**src/rtl/a2d_scan_ctrl_if.sv**
```systemverilog
// Link between the scan sequencer and the 16-bit SPI master:
// launch pulse and command out, completion level and readback in.
interface a2d_scan_ctrl_if;
    logic        wrt;
    logic [15:0] cmd;
    logic        done;
    logic [15:0] rd_data;

    modport master (
        output wrt,
        output cmd,
        input  done,
        input  rd_data
    );

    modport slave (
        input  wrt,
        input  cmd,
        output done,
        output rd_data
    );
endinterface

```
**src/rtl/a2d_scan_ctrl.sv**
```systemverilog
// A2D conversion sequencer: two SPI transactions per conversion,
// periodic auto-scan of all channels plus a priority one-shot port.
module a2d_scan_ctrl #(
    parameter int NUM_CHNL    = 4,
    parameter int SCAN_PERIOD = 50000
) (
    input  logic                   clk,
    input  logic                   rst_n,
    input  logic                   strt_cnv,
    input  logic [2:0]             chnnl,
    output logic                   cnv_cmplt,
    output logic [11:0]            res,
    output logic [12*NUM_CHNL-1:0] res_all,
    output logic                   scan_vld,
    a2d_scan_ctrl_if.master        spi
);
    localparam int PW = $clog2(SCAN_PERIOD);

    typedef enum logic [2:0] {
        IDLE,
        TX1,
        GAP,
        TX2,
        STORE
    } state_t;

    state_t        state;
    logic [PW-1:0] per_cnt;
    logic          done_q;
    logic          done_rise;
    logic          wrap;
    logic          os_pend;
    logic [2:0]    os_ch;
    logic          cur_os;
    logic          sw_act;
    logic [2:0]    sw_idx;
    logic [11:0]   rslt;

    assign done_rise = spi.done & ~done_q;
    assign wrap      = (per_cnt == PW'(SCAN_PERIOD - 1));

    always_ff @(posedge clk or negedge rst_n) begin
        if (!rst_n) begin
            state     <= IDLE;
            per_cnt   <= '0;
            done_q    <= 1'b0;
            os_pend   <= 1'b0;
            os_ch     <= '0;
            cur_os    <= 1'b0;
            sw_act    <= 1'b0;
            sw_idx    <= '0;
            rslt      <= '0;
            cnv_cmplt <= 1'b0;
            res       <= '0;
            res_all   <= '0;
            scan_vld  <= 1'b0;
            spi.wrt   <= 1'b0;
            spi.cmd   <= '0;
        end else begin
            done_q   <= spi.done;
            spi.wrt  <= 1'b0;
            scan_vld <= 1'b0;
            per_cnt  <= wrap ? '0 : per_cnt + 1'b1;

            // A wrap during an active sweep is simply dropped.
            if (wrap && !sw_act) begin
                sw_act <= 1'b1;
                sw_idx <= '0;
            end

            if (strt_cnv) begin
                os_pend   <= 1'b1;
                os_ch     <= chnnl;
                cnv_cmplt <= 1'b0;
            end

            unique case (state)
                IDLE: begin
                    if (os_pend) begin
                        spi.wrt <= 1'b1;
                        spi.cmd <= {2'b00, os_ch, 11'h000};
                        cur_os  <= 1'b1;
                        state   <= TX1;
                        if (!strt_cnv)
                            os_pend <= 1'b0;
                    end else if (sw_act) begin
                        spi.wrt <= 1'b1;
                        spi.cmd <= {2'b00, sw_idx, 11'h000};
                        cur_os  <= 1'b0;
                        state   <= TX1;
                    end
                end
                TX1: begin
                    if (done_rise)
                        state <= GAP;
                end
                GAP: begin
                    spi.wrt <= 1'b1;
                    state   <= TX2;
                end
                TX2: begin
                    if (done_rise) begin
                        rslt  <= spi.rd_data[11:0];
                        state <= STORE;
                    end
                end
                STORE: begin
                    state <= IDLE;
                    if (cur_os) begin
                        res <= rslt;
                        if (!strt_cnv)
                            cnv_cmplt <= 1'b1;
                    end else begin
                        for (int k = 0; k < NUM_CHNL; k++)
                            if (sw_idx == 3'(k))
                                res_all[12*k +: 12] <= rslt;
                        if (sw_idx == 3'(NUM_CHNL - 1)) begin
                            sw_act   <= 1'b0;
                            scan_vld <= 1'b1;
                        end else begin
                            sw_idx <= sw_idx + 3'd1;
                        end
                    end
                end
                default: state <= IDLE;
            endcase
        end
    end
endmodule

```
**src/flat_wrapper.sv**
```systemverilog
// flat-port wrapper written by rule: the top's interface ports become plain ports
module a2d_scan_ctrl_flat 
#(
    parameter int NUM_CHNL    = 4,
    parameter int SCAN_PERIOD = 50000
)
  (clk, rst_n, strt_cnv, chnnl, cnv_cmplt, res, res_all, scan_vld, spi_wrt, spi_cmd, spi_done, spi_rd_data);
  a2d_scan_ctrl_if spi_i ();
  input  logic clk;
  input  logic rst_n;
  input  logic strt_cnv;
  input  logic [2:0] chnnl;
  output logic cnv_cmplt;
  output logic [11:0] res;
  output logic [12*NUM_CHNL-1:0] res_all;
  output logic scan_vld;
  output wire logic [$bits(spi_i.wrt)-1:0] spi_wrt;
  output wire logic [$bits(spi_i.cmd)-1:0] spi_cmd;
  input wire logic [$bits(spi_i.done)-1:0] spi_done;
  input wire logic [$bits(spi_i.rd_data)-1:0] spi_rd_data;
  assign spi_wrt = spi_i.wrt;
  assign spi_cmd = spi_i.cmd;
  assign spi_i.done = spi_done;
  assign spi_i.rd_data = spi_rd_data;
  a2d_scan_ctrl #(.NUM_CHNL(NUM_CHNL), .SCAN_PERIOD(SCAN_PERIOD)) u_core (.clk(clk), .rst_n(rst_n), .strt_cnv(strt_cnv), .chnnl(chnnl), .cnv_cmplt(cnv_cmplt), .res(res), .res_all(res_all), .scan_vld(scan_vld), .spi(spi_i));
endmodule
```
**config.mk**
```make
export PLATFORM = sky130hd
export DESIGN_NAME = a2d_scan_ctrl_flat
export DESIGN_NICKNAME = d
export VERILOG_FILES = /design/src/rtl/a2d_scan_ctrl_if.sv /design/src/rtl/a2d_scan_ctrl.sv /design/src/flat_wrapper.sv
export SDC_FILE = /design/constraint.sdc
export NUM_CORES = 1
export LEC_CHECK = 0
export CAP_MARGIN = 10
export CORE_MARGIN = 2
export CORE_UTILIZATION = 54
export DETAILED_ROUTE_END_ITERATION = 16
export PLACE_DENSITY = 0.82
export SYNTH_ARGS = -nofsm -noshare
export SYNTH_HDL_FRONTEND = slang
export SYNTH_SLANG_ARGS = --single-unit
```
**constraint.sdc**
```tcl
create_clock -name clk -period 5.8 [get_ports clk]
set_clock_uncertainty 0.15 [all_clocks]
set_input_delay 1.16 -clock clk [delete_from_list [all_inputs] [get_ports clk]]
set_output_delay 1.16 -clock clk [all_outputs]
set_load 0.005 [all_outputs]
```
== Word level (Yosys, flattened, before mapping) ==
Index checks and enable logic that the tools add are counted.
Cells by class
  equal/unequal tests: 11
  multiplexer cells: 32
  bitwise gates (word level): 3
  $add $sub $neg: 2
  reduce and logical (&&, ||, !) cells: 13
Operators by type and width (count)
  2-to-1 mux 16 bit: 3
  2-to-1 mux 3 bit: 8
  2-to-1 mux 1 bit: 19
  adder 16 x 1 -> 16 bit, second input constant: 1
  equality test 16 bit, second input constant: 1
  AND reduction 3 bit: 5
  equality test 3 x 2 -> 1 bit, second input constant: 4
  one-hot mux 3 bit (4 select lines): 1
  equality test 3 x 1 -> 1 bit, second input constant: 2
  logical NOT 3 bit: 2
  AND reduction 2 bit: 3
  != test 2 x 1 -> 1 bit, second input constant: 2
  adder 3 x 1 -> 3 bit, second input constant: 1
  equality test 3 bit, second input constant: 1
  != test 3 x 1 -> 1 bit, second input constant: 1
  inverter 1 bit: 2
  one-hot mux 1 bit (2 select lines): 1
  nonzero test 2 bit: 1
  bitwise AND 1 bit: 1
  logical AND 1 bit: 1
  logical NOT 1 bit: 1
Word-level totals
  register bits after elaboration: 120
  output and inout bits: 79
  logic and storage cells: 79

== Logic depth before layout (Yosys ltp) ==
Gate-level depths: netlist of run 1.
  depth in word-level cells: 6
  mapped depth: 6

== Worst setup path after synthesis of run 1 ==
OpenSTA, ideal clock, no wires.
  kind: in2reg
  from: input spi_done
  to: register u_core.rslt[10]
  cell stages on the path: 4
  arrival time: 2.066 ns
  library setup time: 0.125 ns
  setup slack: 3.459 ns
  required time: 5.525 ns
  path buffers: 1
  path through: nand3b_1 nor2_1 buf_2 mux2_2
Between the ends
  longest elaborated chain between the ends: 2
RTL lines
  start, declared: RTL line flat_wrapper.sv:19  | input wire logic [$bits(spi_i.done)-1:0] spi_done;
  bitwise AND 1 bit: RTL line a2d_scan_ctrl.sv:39  | assign done_rise = spi.done & ~done_q;
  AND reduction 2 bit (no source line)
  end signal, assigned: RTL line a2d_scan_ctrl.sv:103  | rslt <= spi.rd_data[11:0];
  end, declared: RTL line a2d_scan_ctrl.sv:37  | logic [11:0] rslt;
No other way between the ends.
A chain may end at the register's enable or synchronous reset.

== Worst setup path after layout of run 1 ==
  from: register u_core.res_all[4]
  to: output res_all[4]
RTL lines
  start, declared: RTL line a2d_scan_ctrl.sv:13  | output logic [12*NUM_CHNL-1:0] res_all,
  start signal, assigned by index: RTL line a2d_scan_ctrl.sv:116  | res_all[12*k +: 12] <= rslt;
  end, declared: RTL line flat_wrapper.sv:15  | output logic [12*NUM_CHNL-1:0] res_all;
No word-level cell between the ends.

==> results of run 1 <==
[layer usage]
layer	global-route usage [%]	vias up	wire length, um
met4	5.36	0	87
met5	0	-	0
met3	4.35	11	470
li1	-	1217	-
met2	34.6	86	4480
met1	27.0	1336	3810
[synthesized netlist by cell type, types with 4 or more instances]
master     n  area share, %
nand2_4    4           0.99
xor2_1     9            1.7
ha_1       5            1.4
o21ai_0    7           0.77
buf_6      4           0.99
buf_4     13            2.2
mux2_2    37            9.2
nor2_1    16            1.3
nand3_1    5           0.55
nand2_1   11           0.91
inv_1      8           0.66
dfrtp_1  107             59
mux2_4    38             13
and3_1     4           0.55
[power by group]
| group | switching [mW] | total, mW | internal, mW |
|---|---|---|---|
| registers | 0.113 | 0.962 | 0.848 |
| clock network | 0.258 | 0.518 | 0.260 |
| logic | 0.105 | 0.291 | 0.186 |
| total | 0.476 | 1.77 | 1.29 |
[cells by family (layout without fill, tap and decap cells)]
family	Yosys count	after routing	synth area share, %
buffers and inverters	30	110	4.28
adder cells (fa/ha/maj)	5	5	1.38
XOR/XNOR	12	12	2.32
flip-flops	107	107	59.1
AND/OR/NAND/NOR	59	59	7.82
multiplexers	78	78	22.5
other	1	13	0.0828
AO/OA/AOI/OAI	19	19	2.57
[how the worst min path moves through the flow]
| stage | depth (start not counted) | from | to | slack, ns |
|---|---|---|---|---|
| 5_1_grt | 1 | u_core.per_cnt[11] | u_core.per_cnt[11] | 0.36 |
| 3_3_place_gp | 2 | u_core.spi.cmd[11] | u_core.spi.cmd[11] | 0.33 |
| 2_1_floorplan | 1 | u_core.per_cnt[7] | u_core.per_cnt[7] | 0.31 |
| 4_1_cts | 1 | u_core.per_cnt[13] | u_core.per_cnt[13] | 0.35 |
| 3_5_place_dp | 2 | u_core.spi.cmd[13] | u_core.spi.cmd[13] | 0.33 |
| 6_report | 1 | u_core.per_cnt[13] | u_core.per_cnt[13] | 0.35 |
[registers in the layout, indices dropped and copies added, names as in the netlist]
name and count:
u_core.res_all 48, u_core.per_cnt 16, u_core.res 12, u_core.rslt 12
u_core.os_ch 3, u_core.spi.cmd 3, u_core.state 3, u_core.sw_idx 3
u_core.cnv_cmplt 1, u_core.cur_os 1, u_core.done_q 1, u_core.os_pend 1
u_core.scan_vld 1, u_core.spi.wrt 1, u_core.sw_act 1
[through the flow]
stage	worst slack, ns	cell area (sq um)
floorplan	3.46	4580
global placement	2.98	5400
detailed placement	2.92	5400
CTS	3.18	5630
global route	3.15	5630
finish	3.21	5630
[area by class of cell]
cell class,count,share of cell area (%)
Multi-Input combinational cell,186,30.3
Tap cell,105,2.33
Timing Repair Buffer,86,15.2
Inverter,8,0.533
Sequential cell,107,47.5
Clock buffer,10,2.44
Clock inverter,6,1.73
[cells in the final DEF (no fill, tap or decap), types with 3 or more instances in the layout]
master and instances:
clkbuf_8 10, clkinv_4 3, mux2_4 38, xnor2_1 3, dfrtp_1 107, conb_1 13, inv_1 8, xor2_1 9
buf_4 3, and3_1 4, nand3_1 5, clkdlybuf4s50_1 83, nor2_1 16, mux2_2 37, o21ai_0 7, a21oi_1 3
nand4_1 3, nand2_1 11, nand2_4 4, mux2i_1 3, ha_1 5
==> flow_metrics.py, run 1 <==
metrics = {
    "synthesis": {
        "yosys_most_used_dff": "dfrtp_1",
        "synth_area_sq_um": 4530,
        "syn_area_per_cell_sq_um": 14.6,
        "synthCells": 311,
        "synth_edf_count": 0,
        "ys_seq_elements": 107,
        "yosysWarnings": 0,
        "ys_seq_area_share_pct": 59.1,
        "yosysUniqueCellTypes": 41,
        "ys_async_sr_fraction_pct": 100,
    },
    "worst_setup_path": {
        "slowest_stage": "clkdlybuf4s50_1",
        "cp_max_fo": 2,
        "arrival_ns": 1.28,
        "slowest_delay_ns": 0.54,
        "rr_endpoint": "u_core.res_all[40]",
        "cp-endpoint": "res_all[4]",
        "endpoint_kind": "output port",
        "critical_path_buf_inv_count": 1,
        "r2r_start": "u_core.state[1]",
        "crit_cells": 1,
        "critPathLaunchType": "register",
        "required_ns": 4.49,
        "critPathKind": "reg -> out",
        "crit_chain": "clkdlybuf4s50_1",
        "crit_start": "u_core.res_all[4]",
        "cp_top_family": "buffers and inverters",
        "setup.reg_to_reg.worst_slack_ns": 3.70,
        "r2r_cells": 4,
    },
    "sta": {
        "period_needed_ns": 2.59,
        "hold_violations": 0,
        "fin_setup_tns_ns": 0,
        "whs_ns": 0.352,
        "relSlewSlack_pct": 38.7,
        "tightest_slew_ns": 0.920,
        "period_share_pct": 44.7,
        "slew_violations": 0,
        "rsz0062_at_grt": "no",
        "finalSetupViolations": 0,
        "fmax_mhz": 386,
    },
    "die": {
        "fp.dieH_um": 95.6,
        "chipWidth_um": 95.6,
        "die-area_sq_um": 9140,
        "core_sq_um": 8180,
        "start_util_pct": 55.4,
        "ios": 102,
        "rows": 33,
    },
    "global_route": {
        "groute.usage.overall_pct": 20.5,
        "grt_first_pass_wirelength_um": 13900,
        "grt_pass1_vias": 2689,
        "grt_remaining_overflow": 0,
        "antenna_found_initial": 0,
        "grt_max_degree": 78,
    },
    "place": {
        "port_buffers": 84,
        "gp_congestion": 0.777,
        "dp_hpwl_um": 6060,
        "dp_cells": 492,
    },
    "clock_network": {
        "clockBufferDepth": 2,
        "htree_levels": 3,
        "cts_root_buf": "clkbuf_8",
        "clock_sinks": 107,
        "post_cts_buffers": 0,
        "cts_tree": "built",
        "insertion_delay_ns": 0.37,
        "hold_buffers": 0,
        "cts_buffers": 9,
        "clk_pin_slew_ns": 0.10,
        "cts_resized": 0,
    },
    "drt": {
        "drc_errors": 0,
        "routedWlPerCell_um": 17.4,
        "wl_um": 8850,
        "viasPerCell": 5.22,
        "drtPass1Iterations": 4,
        "dr.first_iter.drc_count": 113,
        "ant_nets": 0,
        "vias": 2650,
    },
    "power": {
        "vdd_ir_drop_max_mv": 0.191,
        "p_per_area_nw_per_um2": 314,
        "leakage_nw": 2.79,
        "totalPowerFinal_mw": 1.77,
    },
    "cells_and_area": {
        "fillers": 564,
        "fin_util_pct": 68.9,
        "diodes": 0,
        "multi_input_area_sq_um": 1700,
        "drive_gt1_share_pct": 25.1,
        "layout.area.seq_sq_um": 2680,
        "finalNonFillerCells": 508,
        "fin_nets": 426,
        "area_delta_synth_final_pct": 24.3,
    },
    "outcome": {
        "outcome": "completed",
    },
    "hold_path": {
        "min_path_type": "reg -> reg",
    },
    "flow_run": {
        "drv_cap": 0,
    },
}
(Power assumes the default switching activity.)
==> run 2, diff against run 1 <==
Settings changed: CORE_UTILIZATION 54 to 45, PLACE_DENSITY 0.82 to 0.73.
Clock period 5.8 ns to 2.2 ns, I/O delays scaled along.
==> run 2 against run 1 <==
Net effect: core utilization shrank 10 points; largest cell class unchanged; global-route usage shrank 3.5 points; critical path type is now reg -> reg; non-clock buffer count grew 4; first-iteration DRC count is the same; largest power group unchanged; via count grew 0.23%; flip-flop and latch count is the same.
==> flow_metrics.py, run 2 (same netlist as run 1, synthesis figures left out) <==
metrics = {
    "outcome": {
        "outcome": "completed",
    },
    "sta": {
        "fmax_mhz": 482,
        "finalSetupViolations": 0,
        "tightest_slew_ns": 0.514,
        "slew_violations": 0,
        "rsz0062_at_grt": "no",
        "fin_setup_tns_ns": 0,
        "period_share_pct": 94.4,
        "hold_violations": 0,
        "relSlewSlack_pct": 65.5,
        "period_needed_ns": 2.08,
    },
    "global_route": {
        "grt_max_degree": 58,
        "antenna_found_initial": 0,
        "grt_remaining_overflow": 0,
        "groute.usage.overall_pct": 17.0,
        "grt_pass1_vias": 2700,
        "grt_first_pass_wirelength_um": 14400,
    },
    "place": {
        "port_buffers": 84,
        "placed_area_sq_um": 5490,
        "gp_congestion": 0.756,
        "dp_hpwl_um": 6130,
    },
    "flow_run": {
        "drv_cap": 0,
    },
    "drt": {
        "vias": 2656,
        "wl_um": 8850,
        "drc_errors": 0,
        "ant_nets": 0,
        "routedWlPerCell_um": 16.4,
        "drtPass1Iterations": 4,
        "viasPerCell": 4.93,
        "dr.first_iter.drc_count": 113,
    },
    "cells_and_area": {
        "layout.area.seq_sq_um": 2680,
        "area_delta_synth_final_pct": 26.3,
        "fin_area_sq_um": 5720,
        "fillers": 792,
        "drive_gt1_share_pct": 25.4,
        "mostFrequentLayoutCells": "dfrtp_1, clkdlybuf4s50_1, mux2_4, mux2_2, nor2_1",
        "max_flop_register": "u_core.res_all",
        "largest_reg_flops": 48,
        "top_regs": "u_core.res_all x48, u_core.per_cnt x16",
        "fin_nets": 430,
        "multi_input_area_sq_um": 1700,
        "diodes": 0,
        "final_common_cell": "dfrtp_1",
    },
    "hold_path": {
        "min_path_type": "in -> async",
    },
    "power": {
        "clkPwrFrac_pct": 28.5,
        "p_per_area_nw_per_um2": 808,
        "p_int_mw": 3.42,
        "leakage_nw": 2.81,
        "power_frac_seq_pct": 54.5,
        "p_sw_mw": 1.21,
        "vdd_ir_drop_max_mv": 0.485,
        "combPwrFrac_pct": 17.0,
        "p_sw_share_pct": 26.2,
    },
    "die": {
        "rows": 36,
        "ios": 102,
        "chipWidth_um": 104,
        "fp.dieH_um": 104,
        "die-area_sq_um": 10900,
        "start_util_pct": 46.4,
        "core_sq_um": 9770,
    },
    "worst_setup_path": {
        "critPathLaunchType": "register",
        "critPathKind": "reg -> reg",
        "cp_max_fo": 14,
        "required_ns": 2.30,
        "endpoint_kind": "register",
        "arrival_ns": 2.17,
    },
    "clock_network": {
        "cts_buffers": 9,
        "clockBufferDepth": 2,
        "cts_root_buf": "clkbuf_8",
        "clock_sinks": 107,
        "htree_levels": 3,
        "post_cts_buffers": 0,
        "cts_resized": 0,
        "insertion_delay_ns": 0.36,
        "cts_tree": "built",
        "clk_pin_slew_ns": 0.10,
    },
}
-- run 2: timing repair --
action / 4_1_cts / 5_1_grt
hold buffers: 1 / 0
hold endpoints to repair: 107 / 0
setup endpoints to repair: 0 / 0
-- run 2: through the flow --
| step | instances | power (mW) | worst slack, ns | util, % | hold slack (ns) |
|---|---|---|---|---|---|
| finish | 539 | 4.63 | 0.124 | 58.6 | 0.256 |
| global route | 539 | 4.87 | 0.0793 | 58.6 | 0.241 |
| floorplan | 323 | 2.89 | 0.241 | - | -0.00559 |
| detailed placement | 523 | 3.36 | 0.118 | 56.2 | 0.103 |
| CTS | 539 | 4.68 | 0.121 | 58.6 | 0.243 |
| global placement | 523 | 3.31 | 0.149 | 56.2 | 0.100 |
-- run 2: power groups by stage --
stage / clock, mW / sequential, mW / combinational, mW
6_report: 1.32 / 2.52 / 0.787
5_1_grt: 1.43 / 2.58 / 0.866
2_1_floorplan: 0 / 2.49 / 0.407
3_3_place_gp: 0 / 2.54 / 0.769
4_1_cts: 1.36 / 2.52 / 0.801
3_5_place_dp: 0 / 2.56 / 0.798
-- run 2: critical path: stages, from the launching register on --
cell and delay, ns:
dfrtp_1 0.44, or4b_4 0.61, nor2_8 0.19, nand2_4 0.21, mux2_4 0.35
-- run 2: path summary, 6_finish.rpt --
check | from | end | slack, ns | depth (start not counted)
hold / removal | rst_n | u_core.res_all[34] | 0.26 | 2
setup reg to reg | u_core.state[1] | u_core.res_all[44] | 0.12 | 4
hold reg to reg | u_core.spi.cmd[11] | u_core.spi.cmd[11] | 0.34 | 2
min in group clk | u_core.spi.cmd[11] | u_core.spi.cmd[11] | 0.34 | 2
setup / recovery | u_core.state[1] | u_core.res_all[44] | 0.12 | 4
max in group asynchronous | rst_n | u_core.sw_idx[0] | 1.16 | 3
-- run 2: metal layers --
metal  GRT usage [%]  routed length (um)  up-vias
li1                -                   -     1227
met1            22.6                3980     1352
met2            27.7                4360       64
met3            3.45                 361       13
met4            6.08                 150        0
met5               0                   0        -
-- run 2: layout make-up --
| type | instances | share of cell area, % |
|---|---|---|
| Clock buffer | 10 | 2.40 |
| Clock inverter | 5 | 1.49 |
| Tap cell | 133 | 2.91 |
| Multi-Input combinational cell | 186 | 29.8 |
| Inverter | 8 | 0.525 |
| Timing Repair Buffer | 90 | 16.1 |
| Sequential cell | 107 | 46.8 |
==> run 3, diff against run 2 <==
Settings changed: GPL_TIMING_DRIVEN set to 1.
==> results of run 3 <==
Same layout as run 2: the final DEF is identical, and so are final timing and power.
